$ cat src/rtl/ul_sp_pkg.sv
// Shared types, widths and status-word layout for the triggered acquisition-window block.
package ul_sp_pkg;

  localparam int unsigned SAMPLE_W      = 16;
  localparam int unsigned PROD_W        = 2 * SAMPLE_W;
  localparam int unsigned TRIG_W        = 4;
  localparam int unsigned CTRL_W        = 128;
  localparam int unsigned STATUS_W      = 64;
  localparam int unsigned DELAY_W       = 16;
  localparam int unsigned FRAME_CNT_W   = 32;
  localparam int unsigned MISSED_W      = 16;
  localparam int unsigned FRAME_CNT_LSB = 0;
  localparam int unsigned MISSED_LSB    = 32;
  localparam int unsigned BUSY_BIT      = 48;

  localparam logic [SAMPLE_W-1:0] SAT_MAX = 16'h7FFF;

  typedef enum logic [1:0] {
    ST_IDLE   = 2'd0,
    ST_DELAY  = 2'd1,
    ST_WINDOW = 2'd2
  } state_t;

  // One clock's worth of a channel: even and odd sample.
  typedef struct packed {
    logic [SAMPLE_W-1:0] x;
    logic [SAMPLE_W-1:0] xz;
  } pair_t;

  // Q15 power from a squared sample; the product is never negative, so only the top clamps.
  function automatic logic [SAMPLE_W-1:0] power_sat(input logic signed [PROD_W-1:0] prod);
    logic signed [PROD_W-1:0] shifted;
    shifted = prod >>> 15;
    if (|shifted[PROD_W-1:SAMPLE_W-1]) begin
      return SAT_MAX;
    end
    return shifted[SAMPLE_W-1:0];
  endfunction

endpackage

$ cat src/rtl/user_logic_signal_processing_if.sv
// Sample, trigger, control/status and part-number bundle of the user-logic slot.
interface user_logic_signal_processing_if;
  import ul_sp_pkg::*;

  logic signed [SAMPLE_W-1:0] x0_i;
  logic signed [SAMPLE_W-1:0] x0z_i;
  logic signed [SAMPLE_W-1:0] x1_i;
  logic signed [SAMPLE_W-1:0] x1z_i;
  logic [TRIG_W-1:0]          trigger_vector_i;
  logic [CTRL_W-1:0]          user_register_i;

  logic signed [SAMPLE_W-1:0] y0_o;
  logic signed [SAMPLE_W-1:0] y0z_o;
  logic signed [SAMPLE_W-1:0] y1_o;
  logic signed [SAMPLE_W-1:0] y1z_o;
  logic [TRIG_W-1:0]          trigger_vector_o;
  logic [STATUS_W-1:0]        user_register_o;
  logic [SAMPLE_W-1:0]        ul_partnum_1_o;
  logic [SAMPLE_W-1:0]        ul_partnum_2_o;
  logic [SAMPLE_W-1:0]        ul_partnum_3_o;
  logic [SAMPLE_W-1:0]        ul_partnum_rev_o;

  modport master (
    output x0_i, x0z_i, x1_i, x1z_i, trigger_vector_i, user_register_i,
    input  y0_o, y0z_o, y1_o, y1z_o, trigger_vector_o, user_register_o,
    input  ul_partnum_1_o, ul_partnum_2_o, ul_partnum_3_o, ul_partnum_rev_o
  );

  modport slave (
    input  x0_i, x0z_i, x1_i, x1z_i, trigger_vector_i, user_register_i,
    output y0_o, y0z_o, y1_o, y1z_o, trigger_vector_o, user_register_o,
    output ul_partnum_1_o, ul_partnum_2_o, ul_partnum_3_o, ul_partnum_rev_o
  );

endinterface

$ cat src/rtl/ul_window_ctrl.sv
// Trigger-to-window sequencer: start delay, fixed-length window, frame and missed-trigger counters.
module ul_window_ctrl
  import ul_sp_pkg::*;
#(
  parameter int unsigned FRAME_PAIRS = 512
) (
  input  logic                clk,
  input  logic                rst,
  input  logic [TRIG_W-1:0]   trigger,
  input  logic [DELAY_W-1:0]  start_delay,
  output logic                in_window_c,
  output logic [STATUS_W-1:0] status
);

  localparam int unsigned    WIN_W    = (FRAME_PAIRS > 1) ? $clog2(FRAME_PAIRS) : 1;
  localparam logic [WIN_W-1:0] WIN_LAST = WIN_W'(FRAME_PAIRS - 1);

  state_t                 state, state_next;
  logic [DELAY_W-1:0]     delay_lat, delay_lat_next;
  logic [DELAY_W-1:0]     delay_cnt, delay_cnt_next;
  logic [WIN_W-1:0]       win_cnt, win_cnt_next;
  logic [FRAME_CNT_W-1:0] frame_cnt, frame_cnt_next;
  logic [MISSED_W-1:0]    missed_cnt, missed_cnt_next;
  logic                   trig_event;

  // Any flagged sub-sample makes the whole cycle one trigger event.
  assign trig_event = |trigger;

  always_ff @(posedge clk) begin
    if (rst) begin
      state      <= ST_IDLE;
      delay_lat  <= '0;
      delay_cnt  <= '0;
      win_cnt    <= '0;
      frame_cnt  <= '0;
      missed_cnt <= '0;
    end else begin
      state      <= state_next;
      delay_lat  <= delay_lat_next;
      delay_cnt  <= delay_cnt_next;
      win_cnt    <= win_cnt_next;
      frame_cnt  <= frame_cnt_next;
      missed_cnt <= missed_cnt_next;
    end
  end

  always_comb begin
    state_next      = state;
    delay_lat_next  = delay_lat;
    delay_cnt_next  = delay_cnt;
    win_cnt_next    = win_cnt;
    frame_cnt_next  = frame_cnt;
    missed_cnt_next = missed_cnt;
    in_window_c     = 1'b0;

    unique case (state)
      ST_IDLE: begin
        if (trig_event) begin
          delay_lat_next = start_delay;
          delay_cnt_next = '0;
          win_cnt_next   = '0;
          state_next     = (start_delay == '0) ? ST_WINDOW : ST_DELAY;
        end
      end
      ST_DELAY: begin
        if (delay_cnt == delay_lat - DELAY_W'(1)) begin
          state_next   = ST_WINDOW;
          win_cnt_next = '0;
        end else begin
          delay_cnt_next = delay_cnt + DELAY_W'(1);
        end
      end
      ST_WINDOW: begin
        in_window_c = 1'b1;
        if (win_cnt == WIN_LAST) begin
          state_next     = ST_IDLE;
          frame_cnt_next = frame_cnt + FRAME_CNT_W'(1);
        end else begin
          win_cnt_next = win_cnt + WIN_W'(1);
        end
      end
      default: state_next = ST_IDLE;
    endcase

    // Triggers are never queued; while busy they only bump a saturating counter.
    if (trig_event && (state != ST_IDLE) && (missed_cnt != '1)) begin
      missed_cnt_next = missed_cnt + MISSED_W'(1);
    end
  end

  always_comb begin
    status                                 = '0;
    status[FRAME_CNT_LSB +: FRAME_CNT_W]   = frame_cnt;
    status[MISSED_LSB +: MISSED_W]         = missed_cnt;
    status[BUSY_BIT]                       = (state != ST_IDLE);
  end

endmodule

$ cat src/rtl/user_logic_signal_processing.sv
// ADQ214 user-logic acquisition window: gates channel A to a triggered window, passes channel B.
// Define POWER_OUT_EN to output saturated Q15 instantaneous power on channel A inside the window.
module user_logic_signal_processing
  import ul_sp_pkg::*;
#(
  parameter int unsigned   FRAME_PAIRS = 512,
  parameter logic [15:0]   PARTNUM_1   = 16'h0001,
  parameter logic [15:0]   PARTNUM_2   = 16'h0002,
  parameter logic [15:0]   PARTNUM_3   = 16'h0003,
  parameter logic [15:0]   PARTNUM_REV = 16'h0001
) (
  input  logic                          clk_i,
  input  logic                          rst_i,
  user_logic_signal_processing_if.slave ul
);

`ifdef POWER_OUT_EN
  localparam int unsigned A_W = PROD_W;
`else
  localparam int unsigned A_W = SAMPLE_W;
`endif

  logic                in_window_c;
  logic [STATUS_W-1:0] status;
  logic                unused_ctrl;

  logic [A_W-1:0]      a_s1_d, az_s1_d;
  logic [A_W-1:0]      a_s1, az_s1;
  logic [SAMPLE_W-1:0] a_s2_d, az_s2_d;
  logic                win_s1;
  pair_t               b_s1;
  logic [TRIG_W-1:0]   trig_s1;

  ul_window_ctrl #(
    .FRAME_PAIRS (FRAME_PAIRS)
  ) u_window_ctrl (
    .clk         (clk_i),
    .rst         (rst_i),
    .trigger     (ul.trigger_vector_i),
    .start_delay (ul.user_register_i[DELAY_W-1:0]),
    .in_window_c (in_window_c),
    .status      (status)
  );

  // Only the start delay field of the control word is defined today.
  assign unused_ctrl = ^ul.user_register_i[CTRL_W-1:DELAY_W];

`ifdef POWER_OUT_EN
  // Square in stage 1, scale and clamp in stage 2 to keep the two-register latency.
  assign a_s1_d  = PROD_W'(ul.x0_i) * PROD_W'(ul.x0_i);
  assign az_s1_d = PROD_W'(ul.x0z_i) * PROD_W'(ul.x0z_i);
  assign a_s2_d  = power_sat(a_s1);
  assign az_s2_d = power_sat(az_s1);
`else
  assign a_s1_d  = ul.x0_i;
  assign az_s1_d = ul.x0z_i;
  assign a_s2_d  = a_s1;
  assign az_s2_d = az_s1;
`endif

  // Two-stage pipeline shared by every output stream; the window flag travels with channel A.
  always_ff @(posedge clk_i) begin
    if (rst_i) begin
      a_s1                <= '0;
      az_s1               <= '0;
      win_s1              <= 1'b0;
      b_s1                <= '0;
      trig_s1             <= '0;
      ul.y0_o             <= '0;
      ul.y0z_o            <= '0;
      ul.y1_o             <= '0;
      ul.y1z_o            <= '0;
      ul.trigger_vector_o <= '0;
    end else begin
      a_s1                <= a_s1_d;
      az_s1               <= az_s1_d;
      win_s1              <= in_window_c;
      b_s1                <= '{x: ul.x1_i, xz: ul.x1z_i};
      trig_s1             <= ul.trigger_vector_i;
      ul.y0_o             <= win_s1 ? a_s2_d : '0;
      ul.y0z_o            <= win_s1 ? az_s2_d : '0;
      ul.y1_o             <= b_s1.x;
      ul.y1z_o            <= b_s1.xz;
      ul.trigger_vector_o <= trig_s1;
    end
  end

  assign ul.user_register_o  = status;
  assign ul.ul_partnum_1_o   = PARTNUM_1;
  assign ul.ul_partnum_2_o   = PARTNUM_2;
  assign ul.ul_partnum_3_o   = PARTNUM_3;
  assign ul.ul_partnum_rev_o = PARTNUM_REV;

endmodule

$ cat src/flat_wrapper.sv
// flat-port wrapper written by rule: the top's interface ports become plain ports
module user_logic_signal_processing_flat import ul_sp_pkg::*;
#(
  parameter int unsigned   FRAME_PAIRS = 512,
  parameter logic [15:0]   PARTNUM_1   = 16'h0001,
  parameter logic [15:0]   PARTNUM_2   = 16'h0002,
  parameter logic [15:0]   PARTNUM_3   = 16'h0003,
  parameter logic [15:0]   PARTNUM_REV = 16'h0001
)
  (clk_i, rst_i, ul_x0_i, ul_x0z_i, ul_x1_i, ul_x1z_i, ul_trigger_vector_i, ul_user_register_i, ul_y0_o, ul_y0z_o, ul_y1_o, ul_y1z_o, ul_trigger_vector_o, ul_user_register_o, ul_ul_partnum_1_o, ul_ul_partnum_2_o, ul_ul_partnum_3_o, ul_ul_partnum_rev_o);
  user_logic_signal_processing_if ul_i ();
  input  logic clk_i;
  input  logic rst_i;
  input wire logic [$bits(ul_i.x0_i)-1:0] ul_x0_i;
  input wire logic [$bits(ul_i.x0z_i)-1:0] ul_x0z_i;
  input wire logic [$bits(ul_i.x1_i)-1:0] ul_x1_i;
  input wire logic [$bits(ul_i.x1z_i)-1:0] ul_x1z_i;
  input wire logic [$bits(ul_i.trigger_vector_i)-1:0] ul_trigger_vector_i;
  input wire logic [$bits(ul_i.user_register_i)-1:0] ul_user_register_i;
  output wire logic [$bits(ul_i.y0_o)-1:0] ul_y0_o;
  output wire logic [$bits(ul_i.y0z_o)-1:0] ul_y0z_o;
  output wire logic [$bits(ul_i.y1_o)-1:0] ul_y1_o;
  output wire logic [$bits(ul_i.y1z_o)-1:0] ul_y1z_o;
  output wire logic [$bits(ul_i.trigger_vector_o)-1:0] ul_trigger_vector_o;
  output wire logic [$bits(ul_i.user_register_o)-1:0] ul_user_register_o;
  output wire logic [$bits(ul_i.ul_partnum_1_o)-1:0] ul_ul_partnum_1_o;
  output wire logic [$bits(ul_i.ul_partnum_2_o)-1:0] ul_ul_partnum_2_o;
  output wire logic [$bits(ul_i.ul_partnum_3_o)-1:0] ul_ul_partnum_3_o;
  output wire logic [$bits(ul_i.ul_partnum_rev_o)-1:0] ul_ul_partnum_rev_o;
  assign ul_i.x0_i = ul_x0_i;
  assign ul_i.x0z_i = ul_x0z_i;
  assign ul_i.x1_i = ul_x1_i;
  assign ul_i.x1z_i = ul_x1z_i;
  assign ul_i.trigger_vector_i = ul_trigger_vector_i;
  assign ul_i.user_register_i = ul_user_register_i;
  assign ul_y0_o = ul_i.y0_o;
  assign ul_y0z_o = ul_i.y0z_o;
  assign ul_y1_o = ul_i.y1_o;
  assign ul_y1z_o = ul_i.y1z_o;
  assign ul_trigger_vector_o = ul_i.trigger_vector_o;
  assign ul_user_register_o = ul_i.user_register_o;
  assign ul_ul_partnum_1_o = ul_i.ul_partnum_1_o;
  assign ul_ul_partnum_2_o = ul_i.ul_partnum_2_o;
  assign ul_ul_partnum_3_o = ul_i.ul_partnum_3_o;
  assign ul_ul_partnum_rev_o = ul_i.ul_partnum_rev_o;
  user_logic_signal_processing #(.FRAME_PAIRS(FRAME_PAIRS), .PARTNUM_1(PARTNUM_1), .PARTNUM_2(PARTNUM_2), .PARTNUM_3(PARTNUM_3), .PARTNUM_REV(PARTNUM_REV)) u_core (.clk_i(clk_i), .rst_i(rst_i), .ul(ul_i));
endmodule
$ cat config.mk
export PLATFORM = sky130hd
export DESIGN_NAME = user_logic_signal_processing_flat
export DESIGN_NICKNAME = d
export VERILOG_FILES = /design/src/rtl/ul_sp_pkg.sv /design/src/rtl/user_logic_signal_processing_if.sv /design/src/rtl/ul_window_ctrl.sv /design/src/rtl/user_logic_signal_processing.sv /design/src/flat_wrapper.sv
export SDC_FILE = /design/constraint.sdc
export NUM_CORES = 1
export LEC_CHECK = 0
export BUFFER_PORTS_ARGS = -buffer_cell sky130_fd_sc_hd__buf_4
export CORE_AREA = 2 2 154 156
export DETAILED_ROUTE_END_ITERATION = 16
export DIE_AREA = 0 0 156 158
export GPL_TIMING_DRIVEN = 0
export HOLD_SLACK_MARGIN = 0.12
export PLACE_DENSITY = 0.7
export SYNTH_ARGS = -nofsm -noshare
export SYNTH_HDL_FRONTEND = slang
export SYNTH_SLANG_ARGS = --single-unit
export TNS_END_PERCENT = 30
$ cat constraint.sdc
create_clock -name clk_i -period 3.7 [get_ports clk_i]
set_clock_uncertainty 0.15 [all_clocks]
set_input_delay 0.555 -clock clk_i [delete_from_list [all_inputs] [get_ports clk_i]]
set_output_delay 0.555 -clock clk_i [all_outputs]
set_load 0.005 [all_outputs]
==> summary.md <==
| Metric | Value |
|---|---|
| Status | `completed` |
| Maximum clock rate | `0.2847 GHz` |
| GPL Wtd Cong | `roughly 0.83` |
| Maximum VDD drop | `388.1 µV` |
| Setup WS post-layout | `0.1880 ns` |
| Non-filler cells, final | `1,614` |
| Synth top area share | `0.5134` |
| EDFF count, synth | `0` |
| DR vias | `around 7,300` |
| Port bufs | `201` |
| Die Y | `158 µm` |
| CTS Root Cell | `clkbuf_16` |
| Share of layout cells above drive strength 1 | `0.2598` |
| Largest net degree at the start of global routing | `14` |
| Clock insertion delay at the later pin of the skew report | `0.53 ns` |
| CTS tree | `built` |
| Final setup viols | `0` |
| Critical Path Start Type | `register` |
| Min-Delay Path Class | `in2reg` |
| CP Capture Type | `register` |
| Worst setup path class | `reg2reg` |
| Unrepaired setup endpoints after global routing | `false` |
| First-pass DRT Iterations | `4` |
| Setup WS pre-CTS | `between 0.2 and 0.25 ns` |
| Synth async-reset ratio | `0` |
| ANT cells | `0` |
| Detailed placement HPWL | `roughly 16 mm` |
| Yosys cell types | `62` |
| Syn. warnings | `0` |
| Area growth syn-to-layout | `40.90%` |
| Initial core utilization | `0.3856` |
| GRT Residual Overflow | `0` |
| DRC | `0` |
| Crit path arrival time | `3.83 ns` |
| CP Max Fanout | `10` |
| Wire per inst | `13.95 µm` |
| Worst slew pin tran | `0.6603 ns` |
| Worst Path Required | `4.02 ns` |
| Largest area contributor in the netlist | `dfxtp_1` |
| Nets | `1,513` |
| Total Neg Setup Slack | `0 ns` |
| Syn_area_per_cell | `9.467 µm²` |
| Synth Cell Area | `8890 µm²` |
| Cell Rows | `56` |
| First-pass GRT wire length | `34.49 mm` |
| Min Hold Slack | `0.1311 ns` |
| H-tree depth | `1` |
| Clock-pin slew on the worst setup and hold paths | `0.06 ns` |
| Sequential area share after synthesis | `0.5134` |
| Tmin final | `3.512 ns` |
| Syn Inst Count | `between 900 and 1,000` |
| Clock Path Buffers | `3` |
| Setup bufs post-CTS | `0` |
| Average vias per placed instance | `4.525` |
| Die Wd | `~160 µm` |
| CORE AREA | `about 23,000 µm²` |
| DR iter-0 viols | `297` |
| Gr usage total | `0.1730` |
| Io pins | `roughly 390` |
| Slew Viols, Final | `0` |
| Max cap viols | `0` |
| TritonCTS Sinks | `228` |
| Vias in the first global route | `roughly 7,000` |
| Leakage | `between 5 and 6 nW` |
| Die Area | `24,650 µm²` |
| CTS buffer count | `25` |
| Dpl cells | `1,507` |
| Slew HR | `0.5582` |
| Fin crit share | `0.9492` |
| Endpoints failing hold | `0` |
| PwrDens | `458.6 nW/µm²` |
| Detailed-route wire length | `22.52 mm` |
| Yosys reg bits | `228` |
| Ranking of synthesized cells by area | `dfxtp_1 51%, nor2b_1 7.8%, buf_4 6.7%` |
| Initial antenna violation count | `0` |
| Routed Antenna Nets | `0` |
| Ys flop type | `dfxtp_1` |
-- logic make-up after synthesis --
logic type | count (synthesis) | synth area share
AO/OA/AOI/OAI | 84 | 0.05912
adder cells (fa/ha/maj) | 6 | 0.008445
buffers and inverters | 124 | 0.08712
other | 2 | 0.0008448
multiplexers | 7 | 0.007882
XOR/XNOR | 63 | 0.06376
flip-flops | 228 | 0.5134
AND/OR/NAND/NOR | 425 | 0.2594
-- cell usage in the layout (no fill, tap or decap), types with 5 or more instances in the layout --
master,count
xnor2_1,26
nand3_1,25
inv_1,7
nor4_1,10
mux2i_1,7
xor2_1,36
dlygate4sd3_1,65
nand2_1,81
or4_1,5
nor2_1,78
o21ai_0,22
or3_1,22
and2_1,33
a21oi_1,41
nand2b_1,5
ha_1,6
conb_1,79
dfxtp_1,228
nor3_1,12
clkbuf_1,33
clkbuf_8,7
nor2b_1,111
buf_4,280
and3_1,9
nand4_1,10
clkbuf_16,25
-- Yosys cell counts, types with 5 or more instances --
cell type  instances
a21oi_1           41
and2_1            33
and3_1             9
buf_4             79
clkbuf_1          30
dfxtp_1          228
ha_1               6
inv_1              7
mux2i_1            7
nand2_1           81
nand2b_1           5
nand3_1           25
nand4_1           10
nor2_1            78
nor2b_1          111
nor3_1            13
nor4_1            10
o21ai_0           22
or3_1             22
or4_1              5
xnor2_1           26
xor2_1            36
-- flip-flops by register name, summed over array words and instances, names as in the netlist --
register / cells
u_core.b_s1: 32
u_core.u_window_ctrl.frame_cnt: 32
u_core.a_s1: 16
u_core.az_s1: 16
u_core.u_window_ctrl.delay_cnt: 16
u_core.u_window_ctrl.delay_lat: 16
u_core.u_window_ctrl.missed_cnt: 16
u_core.ul.y0_o: 16
u_core.ul.y0z_o: 16
u_core.ul.y1_o: 16
u_core.ul.y1z_o: 16
u_core.u_window_ctrl.win_cnt: 9
u_core.trig_s1: 4
u_core.ul.trigger_vector_o: 4
u_core.u_window_ctrl.state: 2
u_core.win_s1: 1
-- worst max-delay path: stages (launching register included) --
cell and delay [ns]:
dfxtp_1 0.29, buf_2 0.16, inv_1 0.07, ha_1 0.14
buf_2 0.19, or4b_4 0.50, o2111ai_1 0.19, o211ai_1 0.17
o22ai_4 0.21, nor4_1 0.09, or4_1 0.50, clkbuf_1 0.21
or4_1 0.50, nand2_1 0.08
-- path summary, 6_finish.rpt --
kind | startpoint | endpoint | slack (ns) | cells past startpoint
min reg2reg | u_core.az_s1[15] | u_core.ul.y0z_o[15] | 0.27 | 1
min | ul_x0z_i[11] | u_core.az_s1[11] | 0.13 | 2
max | u_core.u_window_ctrl.delay_lat[0] | u_core.u_window_ctrl.delay_cnt[10] | 0.19 | 13
max reg2reg | u_core.u_window_ctrl.delay_lat[0] | u_core.u_window_ctrl.delay_cnt[10] | 0.19 | 13
-- per-stage QoR --
| stage | utilization | power [mW] | instance area [µm²] |
|---|---|---|---|
| after floorplan | - | 3.073 | 9179 |
| after global placement | 0.4794 | 3.278 | 11050 |
| after detailed placement | 0.4794 | 3.294 | 11050 |
| after CTS | 0.5429 | 5.789 | 12510 |
| after global routing | 0.5434 | 5.996 | 12530 |
| final | 0.5434 | 5.744 | 12530 |
-- per-layer routing --
| layer | global-route usage | up-vias | part of all wire |
|---|---|---|---|
| li1 | - | 3674 | - |
| met1 | 0.2080 | 3364 | 0.41 |
| met2 | 0.3074 | 217 | 0.50 |
| met3 | 0.03641 | 48 | 0.059 |
| met4 | 0.05941 | 0 | 0.028 |
| met5 | 0 | - | 0 |
-- where the power goes --
group	total (mW)	internal (mW)	switching (mW)
Combinational	0.711	0.365	0.346
Clock	2.43	1.45	0.984
Sequential	2.60	2.55	0.0539
Total	5.74	4.36	1.38
-- area by class of cell --
type	instances	area, µm²
tap	290	362.8
timing repair buffer	266	2160
inverter	7	26.28
fill	2045	10530
buffer	117	748.2
multi-input combinational	664	3851
clock buffer	35	733.2
sequential	228	4564
clock inverter	7	80.08
-- timing repair --
action / CTS / global route
endpoints found under the hold margin: 65 / 0
resized for setup: 0 / 2
hold buffers: 65 / 0
setup endpoints to repair: 0 / 4
No activity file was read; power rests on OpenSTA's default activity.
